--- src/rtl/reg_bank_swapper.sv ---
// Register bank with a single write/swap/rotate command port and combinational read.
// Optional feature macro SWAP_COUNT_EN adds the 16-bit swap_count output.
module reg_bank_swapper #(
   parameter int unsigned WIDTH     = 4,
   parameter int unsigned DEPTH     = 4,
   parameter int unsigned IDX_W     = 4,
   parameter int unsigned TEMP_SWAP = 1
) (
   input  logic             clk,
   input  logic             rst,
   input  logic             cmd_valid,
   output logic             cmd_ready,
   input  logic [1:0]       cmd_op,
   input  logic [IDX_W-1:0] cmd_idx_a,
   input  logic [IDX_W-1:0] cmd_idx_b,
   input  logic [WIDTH-1:0] cmd_wdata,
   input  logic [IDX_W-1:0] rd_idx,
   output logic [WIDTH-1:0] rd_data,
   output logic             done,
   output logic             cmd_err,
`ifdef SWAP_COUNT_EN
   output logic [15:0]      swap_count,
`endif
   output logic             busy
);

   typedef enum logic [1:0] {
      IDLE   = 2'd0,
      MOVE_A = 2'd1,
      MOVE_B = 2'd2
   } state_e;

   typedef enum logic [1:0] {
      OP_WRITE  = 2'd0,
      OP_SWAP   = 2'd1,
      OP_ROTATE = 2'd2,
      OP_NOP    = 2'd3
   } op_e;

   localparam logic [IDX_W:0] DEPTH_X = (IDX_W+1)'(DEPTH);

   state_e             state_q, state_d;
   logic [WIDTH-1:0]   regs_q [DEPTH];
   logic [WIDTH-1:0]   regs_d [DEPTH];
   logic [WIDTH-1:0]   temp_q, temp_d;
   logic [IDX_W-1:0]   a_q, a_d;
   logic [IDX_W-1:0]   b_q, b_d;
   logic               done_q, done_d;
   logic               err_q, err_d;
`ifdef SWAP_COUNT_EN
   logic [15:0]        count_q, count_d;
`endif

   logic [WIDTH-1:0]   val_a, val_b, held_b;
   logic               a_ok, b_ok;

   // Index decode by comparison keeps non-power-of-2 depths free of out-of-bounds selects.
   always_comb begin
      rd_data = '0;
      val_a   = '0;
      val_b   = '0;
      held_b  = '0;
      for (int unsigned k = 0; k < DEPTH; k++) begin
         if (rd_idx == IDX_W'(k))    rd_data = regs_q[k];
         if (cmd_idx_a == IDX_W'(k)) val_a   = regs_q[k];
         if (cmd_idx_b == IDX_W'(k)) val_b   = regs_q[k];
         if (b_q == IDX_W'(k))       held_b  = regs_q[k];
      end
   end

   assign a_ok = ({1'b0, cmd_idx_a} < DEPTH_X);
   assign b_ok = ({1'b0, cmd_idx_b} < DEPTH_X);

   always_comb begin
      state_d = state_q;
      regs_d  = regs_q;
      temp_d  = temp_q;
      a_d     = a_q;
      b_d     = b_q;
      done_d  = 1'b0;
      err_d   = 1'b0;
`ifdef SWAP_COUNT_EN
      count_d = count_q;
`endif
      unique case (state_q)
         IDLE: begin
            if (cmd_valid) begin
               done_d = 1'b1;
               case (op_e'(cmd_op))
                  OP_WRITE: begin
                     if (!a_ok) begin
                        err_d = 1'b1;
                     end else begin
                        for (int unsigned k = 0; k < DEPTH; k++)
                           if (cmd_idx_a == IDX_W'(k)) regs_d[k] = cmd_wdata;
                     end
                  end
                  OP_SWAP: begin
                     if (!(a_ok && b_ok)) begin
                        err_d = 1'b1;
                     end else if (TEMP_SWAP != 0) begin
                        temp_d  = val_a;
                        a_d     = cmd_idx_a;
                        b_d     = cmd_idx_b;
                        state_d = MOVE_A;
                        done_d  = 1'b0;
                     end else begin
                        for (int unsigned k = 0; k < DEPTH; k++) begin
                           if (cmd_idx_b == IDX_W'(k)) regs_d[k] = val_a;
                           if (cmd_idx_a == IDX_W'(k)) regs_d[k] = val_b;
                        end
`ifdef SWAP_COUNT_EN
                        count_d = count_q + 16'd1;
`endif
                     end
                  end
                  OP_ROTATE: begin
                     for (int unsigned k = 0; k < DEPTH; k++)
                        regs_d[k] = regs_q[(k + 1) % DEPTH];
                  end
                  default: ;
               endcase
            end
         end
         MOVE_A: begin
            for (int unsigned k = 0; k < DEPTH; k++)
               if (a_q == IDX_W'(k)) regs_d[k] = held_b;
            state_d = MOVE_B;
         end
         MOVE_B: begin
            for (int unsigned k = 0; k < DEPTH; k++)
               if (b_q == IDX_W'(k)) regs_d[k] = temp_q;
            state_d = IDLE;
            done_d  = 1'b1;
`ifdef SWAP_COUNT_EN
            count_d = count_q + 16'd1;
`endif
         end
         default: state_d = IDLE;
      endcase
   end

   always_ff @(posedge clk or posedge rst) begin
      if (rst) begin
         state_q <= IDLE;
         for (int unsigned k = 0; k < DEPTH; k++)
            regs_q[k] <= WIDTH'(k + 1);
         temp_q  <= '0;
         a_q     <= '0;
         b_q     <= '0;
         done_q  <= 1'b0;
         err_q   <= 1'b0;
`ifdef SWAP_COUNT_EN
         count_q <= '0;
`endif
      end else begin
         state_q <= state_d;
         regs_q  <= regs_d;
         temp_q  <= temp_d;
         a_q     <= a_d;
         b_q     <= b_d;
         done_q  <= done_d;
         err_q   <= err_d;
`ifdef SWAP_COUNT_EN
         count_q <= count_d;
`endif
      end
   end

   assign cmd_ready = (state_q == IDLE);
   assign busy      = ~cmd_ready;
   assign done      = done_q;
   assign cmd_err   = err_q;
`ifdef SWAP_COUNT_EN
   assign swap_count = count_q;
`endif

endmodule

--- config.mk ---
export PLATFORM = sky130hd
export DESIGN_NAME = reg_bank_swapper
export DESIGN_NICKNAME = d
export VERILOG_FILES = /design/src/rtl/reg_bank_swapper.sv
export SDC_FILE = /design/constraint.sdc
export NUM_CORES = 1
export LEC_CHECK = 0
export ABC_AREA = 1
export CAP_MARGIN = 20
export CORE_MARGIN = 10
export CORE_UTILIZATION = 40
export CTS_BUF_LIST = sky130_fd_sc_hd__clkbuf_4 sky130_fd_sc_hd__clkbuf_8 sky130_fd_sc_hd__clkbuf_16
export DETAILED_ROUTE_END_ITERATION = 12
export PLACE_DENSITY_LB_ADDON = 0.2
export SYNTH_ARGS = -nofsm -noshare
export SYNTH_HDL_FRONTEND = slang
export SYNTH_SLANG_ARGS = --single-unit
export TNS_END_PERCENT = 10
--- constraint.sdc ---
create_clock -name clk -period 2 [get_ports clk]
set_input_delay 0.2 -clock clk [delete_from_list [all_inputs] [get_ports clk]]
set_output_delay 0.2 -clock clk [all_outputs]
set_load 0.005 [all_outputs]
# Word-level counts from Yosys, hierarchy flattened
# Cells that the tools add are included.
[classes] n_addsub=0 mul=0 n_div=0 n_lt_le_gt_ge=2 n_eq_ne=33 n_shift=0 muxes=40 bitwise=1 n_reduce_logical=14
[ops] op="4-bit 2-to-1 mux" count=24
[ops] op="16-bit one-hot mux with 3 select lines" count=1
[ops] op="4-bit by 2-bit equality test with 1-bit output (second input constant)" count=8
[ops] op="16-bit 2-to-1 mux" count=2
[ops] op="16-bit one-hot mux with 2 select lines" count=1
[ops] op="7-bit AND reduction" count=4
[ops] op="2-bit != test (second input constant)" count=9
[ops] op="4-bit by 1-bit equality test with 1-bit output (second input constant)" count=4
[ops] op="4-bit logical NOT" count=4
[ops] op="3-bit != test (second input constant)" count=5
[ops] op="4-bit by 3-bit < comparator with 1-bit output (second input constant)" count=2
[ops] op="1-bit 2-to-1 mux" count=6
[ops] op="2-bit 2-to-1 mux" count=3
[ops] op="2-bit by 1-bit equality test with 1-bit output (second input constant)" count=2
[ops] op="2-bit equality test (second input constant)" count=2
[ops] op="2-bit logical NOT" count=2
[ops] op="2-bit by 1-bit != test with 1-bit output (second input constant)" count=2
[ops] op="1-bit one-hot mux with 2 select lines" count=2
[ops] op="2-bit one-hot mux with 2 select lines" count=1
[ops] op="4-bit AND reduction" count=1
[ops] op="3-bit by 1-bit != test with 1-bit output (second input constant)" count=1
[ops] op="3-bit AND reduction" count=1
[ops] op="3-bit nonzero test" count=1
[ops] op="1-bit logical AND" count=1
[ops] op="1-bit NOT" count=1
[word_totals] ff_bits=32 latch_bits=0 ram_bits=0 mem_bits_ro=0 input_bits=21 out_inout_bits=8 word_cells=100 n_memories=0

# Depth between registers and ports, before layout
[depth] depth_word=7 depth_mapped=10 depth_no_buf=10

# Worst setup path after synthesis
# Ideal clock, no wire load.
[synth_timing] kind="reg2reg" from="reg state_q[0]" to="reg regs_q[0] (netlist bit)" setup_ns=0.124 arrival_ns=1.562 t_required_ns=1.876 slack_ns=0.313 path_stages_with_launch=11 n_path_buf=1 synth_period_minus_slack_ns=1.687 cell_sequence="dfrtp_1 -> inv_1 -> ha_1 -> inv_2 -> nor3_4 -> nand2_1 -> nand2_1 -> buf_4 -> nor2_2 -> nor2_1 -> a21oi_1"
[synth_between] elab_chain_len=3 elab_cells_between_ends=12 classes_between="eq/ne: 8; mux: 1; reduce/logical: 3"
[synth_rtl] element="start, declared" line="42" rtl="state_e state_q, state_d;"
[synth_rtl] element="start signal, assigned" line="157" rtl="state_q <= state_d;"
[synth_rtl] element="2-bit logical NOT (*)"
[synth_rtl] element="net cmd_ready" line="12" rtl="output logic cmd_ready,"
[synth_rtl] element="3-bit != test (no source line) (tied with other cells)"
[synth_rtl] element="7-bit AND reduction (no source line)"
[synth_rtl] element="end signal, assigned by index" line="147" rtl="regs_q[k] <= WIDTH'(k + 1);"
[synth_rtl] element="end signal, assigned" line="158" rtl="regs_q <= regs_d;"
[synth_rtl] element="end, declared" line="43" rtl="logic [WIDTH-1:0] regs_q [DEPTH];"
# Mark *: on every way through the listed nets, which the timed path passes. The rest lies on a longest branch.
# A chain may end at the register's enable or synchronous reset.

# Final worst setup path
[layout_timing] from="in rd_idx[3]" to="out rd_data[1]"
[layout_between] elab_chain_len=5 elab_cells_between_ends=8 classes_between="eq/ne: 3; mux: 4; reduce/logical: 1"
[layout_rtl] element="start, declared" line="17" rtl="input logic [IDX_W-1:0] rd_idx,"
[layout_rtl] element="4-bit logical NOT" line="64" rtl="if (rd_idx == IDX_W'(k)) rd_data = regs_q[k];"
[layout_rtl] element="4-bit 2-to-1 mux (3 in a row)" line="64"
[layout_rtl] element="4-bit 2-to-1 mux (*)" line="64"
[layout_rtl] element="end, declared" line="18" rtl="output logic [WIDTH-1:0] rd_data,"
# Mark *: on every way between the ends. The rest lies on a longest branch, timed or not.

==> impl_metrics.py <==
metrics = {
    "global_route": {
        "grt_pass1_vias": 2176,
        "grt_pass1_wl_mm": 10.50,
        "grtUsageTotal_pct": 15.04,
        "grt-ovfl-total": 0,
        "antenna_found_initial": 0,
        "grt_max_degree": 33,
    },
    "setup_path": {
        "critical_path_buf_inv_count": 5,
        "critPathLaunchType": "input port",
        "slowest_delay_ps": 440,
        "cpMaxStageDelayCell": "clkdlybuf4s50_1",
        "worstSetupPathType": "input port to output port",
        "path_max_fanout": 3,
        "end_kind": "output port",
        "critPathArrivalTime_ps": 1680,
        "path_delay_family": "buffers and inverters",
        "crit_required_ps": 1800,
        "cp_cell_sequence": "clkdlybuf4s50_1 > nor2_4 > inv_1 > nor3_1 > buf_4 > buf_4 > nand2_1 > nand2_1 > dlygate4sd2_1",
    },
    "hold_path": {
        "hp-class": "input port to async pin",
    },
    "synthesis": {
        "syn_inst": 312,
        "synth-seq-cells": 32,
        "yosys.area_share.simple_pct": 33.31,
        "yosysWarnings": 0,
        "synth_sequential_area_ratio_pct": 37.57,
        "synth_top_family_by_area": "simple AND/OR/NAND/NOR gates",
        "synth_compound_area_share_pct": 18.46,
        "ys_types": 28,
        "syn_area_um2": 2148,
        "synth_xor_area_share_pct": 0,
        "synth_nets": 338,
        "synthAdderAreaFrac_pct": 2.912,
        "syn_area_per_cell_um2": 6.886,
        "synthMuxAreaShare_pct": 0,
    },
    "sta": {
        "finalClockSkew_ps": 6.122,
        "layout_setup_ws_ps": 118.9,
        "worstMarginPinSlew_ps": 420.9,
        "relSlewSlack_pct": 71.94,
        "setup_viol": 0,
        "rsz0062_at_grt": "no",
        "fin_crit_sh_pct": 94.06,
        "finalCriticalPeriod_ps": 1881,
        "fmax_mhz": 531.6,
        "finalMaxSlewViolations": 0,
        "hold_violations": 0,
    },
    "die": {
        "dieArea_um2": 8702,
        "start_util_pct": 41.53,
        "die_w_um": 93.29,
        "rows": 26,
        "dieHeight_um": 93.29,
        "io_pins": 29,
        "core_area_um2": 5172,
    },
    "detailed_routing": {
        "drt-pass1-iter-count": 5,
        "num_vias": 2174,
        "ant_nets": 0,
        "wl_per_cell_um": 14.47,
        "first_iter_violations": 374,
        "viasPerCell": 5.115,
        "finalWirelength_mm": 6.150,
        "drc": 0,
    },
    "clocking": {
        "cts_buffers": 5,
        "cts_root_buf": "clkbuf_8",
        "cts_buffer_depth": 2,
        "clkSinkCount": 32,
        "path_clk_slew_ps": 70,
        "clock_latency_ps": 290,
        "tritoncts": "done",
        "ctsHtreeMaxLevel": 2,
        "cts_hold_repair.buffers": 0,
    },
    "placement": {
        "port_buffers": 28,
        "place_ws_ps": -20.89,
        "place.gp.congestion": 0.9215,
        "hpwl_mm": 4.756,
        "placed_area_um2": 2569,
    },
    "status": {
        "status": "finished clean",
    },
    "layout": {
        "drive_above_1_share_pct": 12.68,
        "final_area_um2": 2689,
        "area_growth_pct": 25.16,
        "post-route-util_pct": 51.98,
        "num_antenna_cells": 0,
        "layout.nets": 380,
    },
    "run": {
        "max-cap-violations": 0,
    },
    "power_and_ir_drop": {
        "power_leakage_nw": 1.278,
        "pwr_density_cell_nw_per_um2": 1323,
        "vdd_drop_max_mv": 0.5946,
    },
}
==> worst register-to-register path: cells and delay by family, from the launching register on <==
family	cells	cell delay [ps]
AOI/OAI and AO/OA	1	160
DFF	1	410
and+or+nand+nor	6	1190
==> power by group <==
group          switching (mW)  leakage (nW)  total [mW]  internal, mW
Sequential              0.306         0.371        1.28         0.971
Clock                   0.237        0.0491       0.508         0.271
Combinational            1.09         0.859        1.77         0.688
==> area by class of cell <==
type | instances | area, um^2
timing repair buffer | 41 | 379.1
multi-input combinational | 240 | 1197
clock inverter | 1 | 5.005
tap | 70 | 87.58
clock buffer | 7 | 83.83
fill | 501 | 2484
inverter | 34 | 128.9
sequential | 32 | 807.0
==> flip-flops by register name, summed over array words and instances (netlist names) <==
register	cells
state_q	2
cmd_err	1
temp_q	4
done	1
a_q	4
regs_q	16
b_q	4
==> metal layers <==
| metal | routed length, um | track usage, % | vias up |
|---|---|---|---|
| li1 | - | - | 1106 |
| met1 | 2863 | 19.08 | 985 |
| met2 | 2799 | 23.78 | 70 |
| met3 | 353 | 4.157 | 13 |
| met4 | 134 | 5.398 | 0 |
| met5 | 0 | 0 | - |
==> repair_timing <==
item,CTS,global route
endpoints found under the setup margin,4,1
setup buffers,0,1
pin swaps,1,1
resized for setup,5,5
==> cell families after synthesis <==
family          after synthesis
buf+inv                      40
compound gates               74
fa+ha+maj                     5
flops                        32
simple gates                161
==> cell usage in the layout, fill, tap and decap left out, drive strengths merged, types with 3 or more instances in the layout <==
master | Yosys | layout
dfrtp | 27 | 27
a21oi | 49 | 49
clkbuf | 2 | 7
dlygate4sd2 | 0 | 3
nand3 | 17 | 17
clkdlybuf4s50 | 0 | 23
inv | 33 | 33
dfstp | 5 | 5
ha | 5 | 5
nand2 | 81 | 81
nor2 | 46 | 46
buf | 4 | 13
o21ai | 12 | 12
o22ai | 8 | 8
nor3 | 16 | 16
o211ai | 3 | 3
==> stage by stage <==
step | std cells | hold WS, ps | power, mW | setup TNS, ps
6_report | 425 | 295.1 | 3.558 | 0
3_3_place_gp | 416 | 484.8 | 3.015 | -2.244
5_1_grt | 425 | 367.2 | 3.891 | 0
4_1_cts | 424 | 322.6 | 3.547 | 0
3_5_place_dp | 416 | 485.7 | 3.042 | -40.17
2_1_floorplan | 312 | 272.4 | 2.383 | 0
==> cells in the mapped netlist (all sizes together) <==
master / instances / area, um^2
buf: 4 / 30.02
nand3: 17 / 102.6
dfrtp: 27 / 675.7
a211oi: 1 / 7.510
o211ai: 3 / 22.52
or2: 1 / 6.260
clkinv: 1 / 5.000
nor3: 16 / 102.6
nor2: 46 / 200.2
o21ai: 12 / 60.06
a21oi: 49 / 249.0
nand2: 81 / 304.0
o21bai: 1 / 7.510
o22ai: 8 / 50.05
inv: 33 / 123.9
clkbuf: 2 / 7.510
ha: 5 / 62.56
dfstp: 5 / 131.4
==> worst paths after layout <==
check	startpoint	end	slack (ps)	depth (start not counted)
max in group asynchronous	rst	regs_q[2]	1350	3
hold / removal	rst	a_q[2]	300	3
hold reg to reg	a_q[3]	a_q[3]	500	2
setup / recovery	rd_idx[3]	rd_data[1]	120	9
min in group clk	cmd_idx_b[1]	b_q[1]	440	3
setup reg to reg	b_q[3]	regs_q[7]	170	7
Power figures use the tool's default switching activity.
